===== src/rtl/clk_div_multi.sv =====
// Multi-channel programmable clock divider: per-channel period, high-time and enable,
// with shadowed config that is applied only on a period boundary while running.
module clk_div_multi #(
   parameter int NCH      = 4,
   parameter int CW       = 25,
   parameter int DEF_DIV  = 20000000,
   parameter int DEF_HIGH = 10000000,
   localparam int CHW     = (NCH > 1) ? $clog2(NCH) : 1
) (
   input  logic           CLK,
   input  logic           RST,
   input  logic [NCH-1:0] EN,
   input  logic           CFG_WE,
   input  logic [CHW-1:0] CFG_CH,
   input  logic [CW-1:0]  CFG_DIV,
   input  logic [CW-1:0]  CFG_HIGH,
   output logic           CFG_ACK,
   output logic [NCH-1:0] PEND,
   output logic [NCH-1:0] CLK_O,
   output logic [NCH-1:0] TICK
);

   logic [CW-1:0]  div_c;
   logic [CW-1:0]  high_c;
   logic [NCH-1:0] sel;
   logic           ack_q;
   logic           ack_d;

   // Clamp once at the write port so every channel stores legal values.
   always_comb begin
      div_c  = (CFG_DIV < CW'(2)) ? CW'(2) : CFG_DIV;
      high_c = (CFG_HIGH > div_c) ? div_c : CFG_HIGH;
      ack_d  = |sel;
   end

   always_ff @(posedge CLK) begin
      if (RST) begin
         ack_q <= 1'b0;
      end else begin
         ack_q <= ack_d;
      end
   end

   assign CFG_ACK = ack_q;

   genvar gi;
   generate
      for (gi = 0; gi < NCH; gi++) begin : g_ch
         logic [CW-1:0] cnt_q, cnt_d;
         logic [CW-1:0] div_q, div_d;
         logic [CW-1:0] high_q, high_d;
         logic [CW-1:0] sh_div_q, sh_div_d;
         logic [CW-1:0] sh_high_q, sh_high_d;
         logic          pend_q, pend_d;
         logic          run_q, run_d;
         logic          clk_o_q, clk_o_d;
         logic          tick_q, tick_d;
         logic          wrap;

         // Out-of-range channel numbers simply never match any select.
         assign sel[gi] = CFG_WE && (CFG_CH == CHW'(gi));

         always_comb begin
            div_d     = div_q;
            high_d    = high_q;
            sh_div_d  = sh_div_q;
            sh_high_d = sh_high_q;
            pend_d    = pend_q;
            run_d     = EN[gi];
            cnt_d     = '0;
            clk_o_d   = 1'b0;
            tick_d    = 1'b0;
            wrap      = run_q && EN[gi] && (cnt_q == div_q - CW'(1));

            if (!EN[gi]) begin
               if (pend_q) begin
                  div_d  = sh_div_q;
                  high_d = sh_high_q;
                  pend_d = 1'b0;
               end
               if (sel[gi]) begin
                  div_d  = div_c;
                  high_d = high_c;
               end
            end else begin
               // A write on the wrap cycle lands in the shadow after the old shadow moves out.
               if (wrap && pend_q) begin
                  div_d  = sh_div_q;
                  high_d = sh_high_q;
                  pend_d = 1'b0;
               end
               if (sel[gi]) begin
                  sh_div_d  = div_c;
                  sh_high_d = high_c;
                  pend_d    = 1'b1;
               end
            end

            if (EN[gi]) begin
               if (run_q && !wrap) begin
                  cnt_d = cnt_q + CW'(1);
               end
               tick_d  = wrap;
               clk_o_d = (cnt_d < high_d);
            end
         end

         always_ff @(posedge CLK) begin
            if (RST) begin
               cnt_q     <= '0;
               div_q     <= CW'(DEF_DIV);
               high_q    <= CW'(DEF_HIGH);
               sh_div_q  <= '0;
               sh_high_q <= '0;
               pend_q    <= 1'b0;
               run_q     <= 1'b0;
               clk_o_q   <= 1'b0;
               tick_q    <= 1'b0;
            end else begin
               cnt_q     <= cnt_d;
               div_q     <= div_d;
               high_q    <= high_d;
               sh_div_q  <= sh_div_d;
               sh_high_q <= sh_high_d;
               pend_q    <= pend_d;
               run_q     <= run_d;
               clk_o_q   <= clk_o_d;
               tick_q    <= tick_d;
            end
         end

         assign PEND[gi]  = pend_q;
         assign CLK_O[gi] = clk_o_q;
         assign TICK[gi]  = tick_q;
      end
   endgenerate

endmodule


===== config.mk =====
export PLATFORM = sky130hd
export DESIGN_NAME = clk_div_multi
export DESIGN_NICKNAME = d
export VERILOG_FILES = /design/src/rtl/clk_div_multi.sv
export SDC_FILE = /design/constraint.sdc
export NUM_CORES = 2
export LEC_CHECK = 0
export ABC_AREA = 1
export BUFFER_PORTS_ARGS = -buffer_cell sky130_fd_sc_hd__buf_4
export CAP_MARGIN = 0
export CORE_UTILIZATION = 40
export DETAILED_ROUTE_END_ITERATION = 10
export SLEW_MARGIN = 15
export SYNTH_ARGS = -nofsm -noshare
export SYNTH_HDL_FRONTEND = slang
export SYNTH_SLANG_ARGS = --single-unit

===== constraint.sdc =====
create_clock -name CLK -period 8.2 [get_ports CLK]
set_input_delay 0.82 -clock CLK [delete_from_list [all_inputs] [get_ports CLK]]
set_output_delay 0.82 -clock CLK [all_outputs]
set_load 0.005 [all_outputs]

Word-level counts from Yosys, hierarchy flattened

Cells that the tools add are included.

Register bits: 517
Word-level logic and storage cells: 162
Input bits: 59

Equality and inequality tests: 11
Mux-type cells: 50
$lt $le $gt $ge: 6
$add $sub $neg: 8
Bitwise logic cells: 4
Reductions and logical operators: 46

Operator list:

| kind                                                 | number |
|---|---|
| 2-to-1 mux 25 bit                                    | 42 |
| adder 25 x 1 -> 25 bit (second input constant)       | 4 |
| == test 25 bit                                       | 4 |
| < comparator 25 bit                                  | 4 |
| subtractor 25 x 1 -> 25 bit (second input constant)  | 4 |
| > comparator 25 bit                                  | 1 |
| < comparator 25 x 2 -> 1 bit (second input constant) | 1 |
| logical AND 1 bit                                    | 20 |
| AND reduction 2 bit                                  | 8 |
| nonzero test 3 bit                                   | 4 |
| 2-to-1 mux 1 bit                                     | 8 |
| != test 2 x 1 -> 1 bit (second input constant)       | 4 |
| nonzero test 2 bit                                   | 4 |
| OR reduction 2 bit                                   | 4 |
| == test 2 bit (second input constant)                | 2 |
| logical NOT 1 bit                                    | 4 |
| inverter 1 bit                                       | 4 |
| OR reduction 4 bit                                   | 1 |
| == test 2 x 1 -> 1 bit (second input constant)       | 1 |
| logical NOT 2 bit                                    | 1 |

Depth between registers and ports, before layout

Depth in word-level cells: 8
Gate-level depth with buffers: 30
Mapped depth without buffers: 28

Least setup slack after synthesis

No wires, ideal clock.

Path kind: input to register
From: input port CFG_DIV[2]
To: register g_ch[2].clk_o_q
Data required time: 8.130 ns
Setup time: 0.070 ns
Cell stages on the path: 26
Setup slack: 3.559 ns
Arrival time: 4.571 ns
Cell sequence: clkinv_1 nand4_1 nor4_1 nand3_1 nand2_1 inv_1 ha_1 nand2_1 nor2_1 nand2_1 o21ai_0 nand3b_1 nand3_1 nand2_1 buf_2 buf_2 o21ai_1 nand2_1 o21ai_0 a21boi_1 ha_1 a21oi_1 nor2_1 a2111oi_0 or3b_2 a21oi_1

Cells in the longest elaborated chain, start to end: 7

RTL lines:

| element                      | line | text |
|---|---|---|
| from (decl)                  | 15   | `input logic [CW-1:0] CFG_DIV,` |
| < comparator 25 x 2 -> 1 bit | 31   | `div_c = (CFG_DIV < CW'(2)) ? CW'(2) : CFG_DIV;` |
| 2-to-1 mux 25 bit *          | 31   |  |
| > comparator 25 bit          | 32   | `high_c = (CFG_HIGH > div_c) ? div_c : CFG_HIGH;` |
| 2-to-1 mux 25 bit *          | 32   |  |
| 2-to-1 mux 25 bit *          | 81   | `if (sel[gi]) begin` |
| 2-to-1 mux 25 bit *          | 75   | `if (!EN[gi]) begin` |
| < comparator 25 bit *        | 104  | `clk_o_d = (cnt_d < high_d);` |
| to (signal assigned)         | 127  | `clk_o_q <= clk_o_d;` |
| to (decl)                    | 56   | `logic clk_o_q, clk_o_d;` |

Mark *: on every way between the ends. The rest lies on a longest branch, timed or not.
A chain may end at the register's enable or synchronous reset.

Final worst setup path

From: input port CFG_DIV[7]
To: register g_ch[2].clk_o_q

The elaborated chain is that of the path after synthesis.

==> summary.md <==
| Metric | Value |
|---|---|
| Run status | `finished, final reports clean` |
| Vias per inst | `5.34` |
| Max-slew violation count | `0` |
| Startpoint Class | `primary input` |
| Crit path buf inv count | `4` |
| Pwr Density | `roughly 180 nW/um^2` |
| Post-synth top cells | `nand2_1 (955), o21ai_0 (542), inv_1 (523), dfxtp_1 (517), nor2_1 (507)` |
| Crit path max-delay family | `simple AND/OR/NAND/NOR gates` |
| RSZ-0062 raised after global routing | `no` |
| Async SR Flop Fraction | `0` |
| Sequential-to-total area share from yosys stat | `0.324` |
| Clk buf depth | `3` |
| Reg clk slew, reported paths | `roughly 60 ps` |
| Std-Cell Rows | `a little over 100` |
| First drt pass iteration count | `6` |
| Synth top area share | `0.324` |
| P_leak | `14.6 nW` |
| Drt first-iter violations | `2932` |
| Hold Path Class | `primary input to flip-flop` |
| Root Buffer | `clkbuf_16` |
| Routability-driven placement congestion ratio | `0.938` |
| Worst slew margin | `0.218` |
| Final layout net count | `between 4k and 5k` |
| Largest net degree at the start of global routing | `around 110` |
| Layout cells sized above 1 | `0.0805` |
| Vias in the first global route | `27.8k` |
| Kind of critical path | `primary input to flip-flop` |
| GRT Total Usage | `0.261` |
| Cts repair resizes | `0` |
| Worst-Skew Late Latency | `between 600 and 700 ps` |
| IO Pins | `72` |
| CTS hold repair buffers | `0` |
| Hpwl dp | `77100 um` |
| Final Setup Violations | `0` |
| Dominant synthesized flop cell | `dfxtp_1` |
| Slowest CP cell | `o21ai_1` |
| Synth Register Bits | `slightly above 500` |
| Die width | `284 um` |
| Buffers on Ports | `71` |
| Post-synth EDFFs | `0` |
| Max Cap Viol | `0` |
| Core footprint | `about 80000 um^2` |
| Via Count | `31.1k` |
| Final period util | `0.656` |
| Worst-path fanout max | `44` |
| Post-Layout Cell Count | `5834` |
| DRT antenna net count | `0` |
| Most frequent CP cell | `nand2_1` |
| Syn Nets | `4995` |
| Data arrival, critical path | `5930 ps` |
| CTS H-tree depth | `2` |
| Initial Utilization | `0.404` |
| Antenna violations before repair | `2` |
| Worst-margin pin slew | `between 1000 and 1500 ps` |
| Worst VDD drop | `0.159 mV` |
| Count leader, synth | `nand2_1` |
| Avg WL per Cell | `roughly 19 um` |
| Shortest period the worst path allows | `5380 ps` |
| FMAX | `between 150 and 200 MHz` |
| Synthesized netlist cell count | `around 4.8k` |
| Area Growth Syn to Fin | `10.2%` |
| Placed cells | `5720` |
| Worst Setup End Kind | `flip-flop` |
| Synth area leader | `dfxtp_1` |
| Setup bufs post-CTS | `0` |
| Die height | `284 um` |
| Post-Route Setup TNS | `0 ps` |
| Die ar. | `80900 um^2` |
| Slowest stage delay, CP | `820 ps` |
| Final hold vios | `0` |
| Syn_area_per_cell | `6.64 um^2` |
| Synth warnings | `0` |
| First-pass GRT wire length | `165000 um` |
| Clock tree from TritonCTS | `built` |
| DR DRC count | `0` |
| CTS sink count | `approximately 520` |
| Synth top area cells | `dfxtp_1 (32%), nand2_1 (11%), o21ai_0 (8.5%)` |
| Clock Skews | `just over 30 ps` |
| Total grt overflow | `0` |
| Final wirelength | `108000 um` |
| Cell Area, Synth | `31900 um^2` |
| Required time of the worst setup path | `8750 ps` |
| Unique masters post-synth | `60` |
| TritonCTS buffer count | `60` |
==> cell type report <==
type	count	area [um^2]
Antenna cell	1	2.50
Fill cell	8241	43800
Clock buffer	83	1740
Clock inverter	30	379
Multi-Input combinational cell	3460	18300
Inverter	563	2120
Sequential cell	517	10400
Timing Repair Buffer	130	980
Tap cell	1050	1310
==> where the power goes <==
group	internal (W)	total, W	switching (W)
Sequential	0.00259	0.00265	0.0000536
Clock	0.00173	0.00290	0.00117
Combinational	0.000259	0.000873	0.000614
Total	0.00459	0.00642	0.00184
==> path summary, 6_finish.rpt <==
kind,from,endpoint,slack [ps],cells after the start
min,CFG_DIV[15],g_ch[0].div_q[15],480,3
max reg2reg,g_ch[0].div_q[0],g_ch[0].clk_o_q,3380,24
max,CFG_DIV[7],g_ch[2].clk_o_q,2820,29
min reg2reg,g_ch[0].sh_div_q[17],g_ch[0].div_q[17],480,2
==> cell usage in the layout (no fill, tap or decap), types with 64 or more instances in the layout <==
master	n
inv_1	521
nor3_1	129
nand4_1	64
a21oi_1	375
o21ai_0	542
ha_1	129
buf_4	129
dfxtp_1	515
nand2_1	955
nand3_1	179
nor2_1	502
xor2_1	83
==> layer usage <==
| layer | track usage | share of wire | vias to the layer above | routed length (um) |
|---|---|---|---|---|
| li1 | - | - | 15800 | - |
| met1 | 0.365 | 0.46 | 14300 | 49900 |
| met2 | 0.397 | 0.43 | 941 | 46500 |
| met3 | 0.0534 | 0.078 | 163 | 8460 |
| met4 | 0.0862 | 0.033 | 4 | 3570 |
| met5 | 0 | 0.00030 | - | 33 |
==> tightest hold or removal path: stages <==
cell and delay [ps]:
buf_4 120, nand2_1 60, a31oi_1 70
==> stage by stage <==
| stage | hold WS [ps] | power (W) | util | cell area [um^2] | setup WS (ps) |
|---|---|---|---|---|---|
| after CTS | 450 | 0.00645 | 0.445 | 35200 | 2870 |
| after global placement | 453 | 0.00355 | 0.418 | 33000 | 2320 |
| after detailed placement | 469 | 0.00356 | 0.418 | 33000 | 2240 |
| after global routing | 482 | 0.00666 | 0.445 | 35200 | 2350 |
| final | 475 | 0.00642 | 0.445 | 35200 | 2820 |
| after floorplan | 431 | 0.00325 | - | 31900 | 3560 |
==> kinds of logic (layout without fill, tap and decap cells) <==
logic type,Yosys count,count (layout),share of synthesized area
xor gates and xnor gates,130,130,0.0374
other,0,1,0
muxes,1,1,0.000353
DFF,517,517,0.324
adders and majority gates,129,129,0.0506
AOI/OAI and AO/OA,1156,1156,0.205
buffers and inverters,830,806,0.104
and+or+nand+nor,2044,2044,0.278
==> sequential cells by signal (all words and copies together) (netlist names) <==
register / cells
g_ch.run_q: 4
g_ch.high_q: 100
g_ch.cnt_q: 100
CFG_ACK: 1
g_ch.div_q: 100
g_ch.clk_o_q: 4
g_ch.sh_high_q: 100
g_ch.tick_q: 4
g_ch.pend_q: 4
g_ch.sh_div_q: 100
No activity file was read; power rests on OpenSTA's default activity.
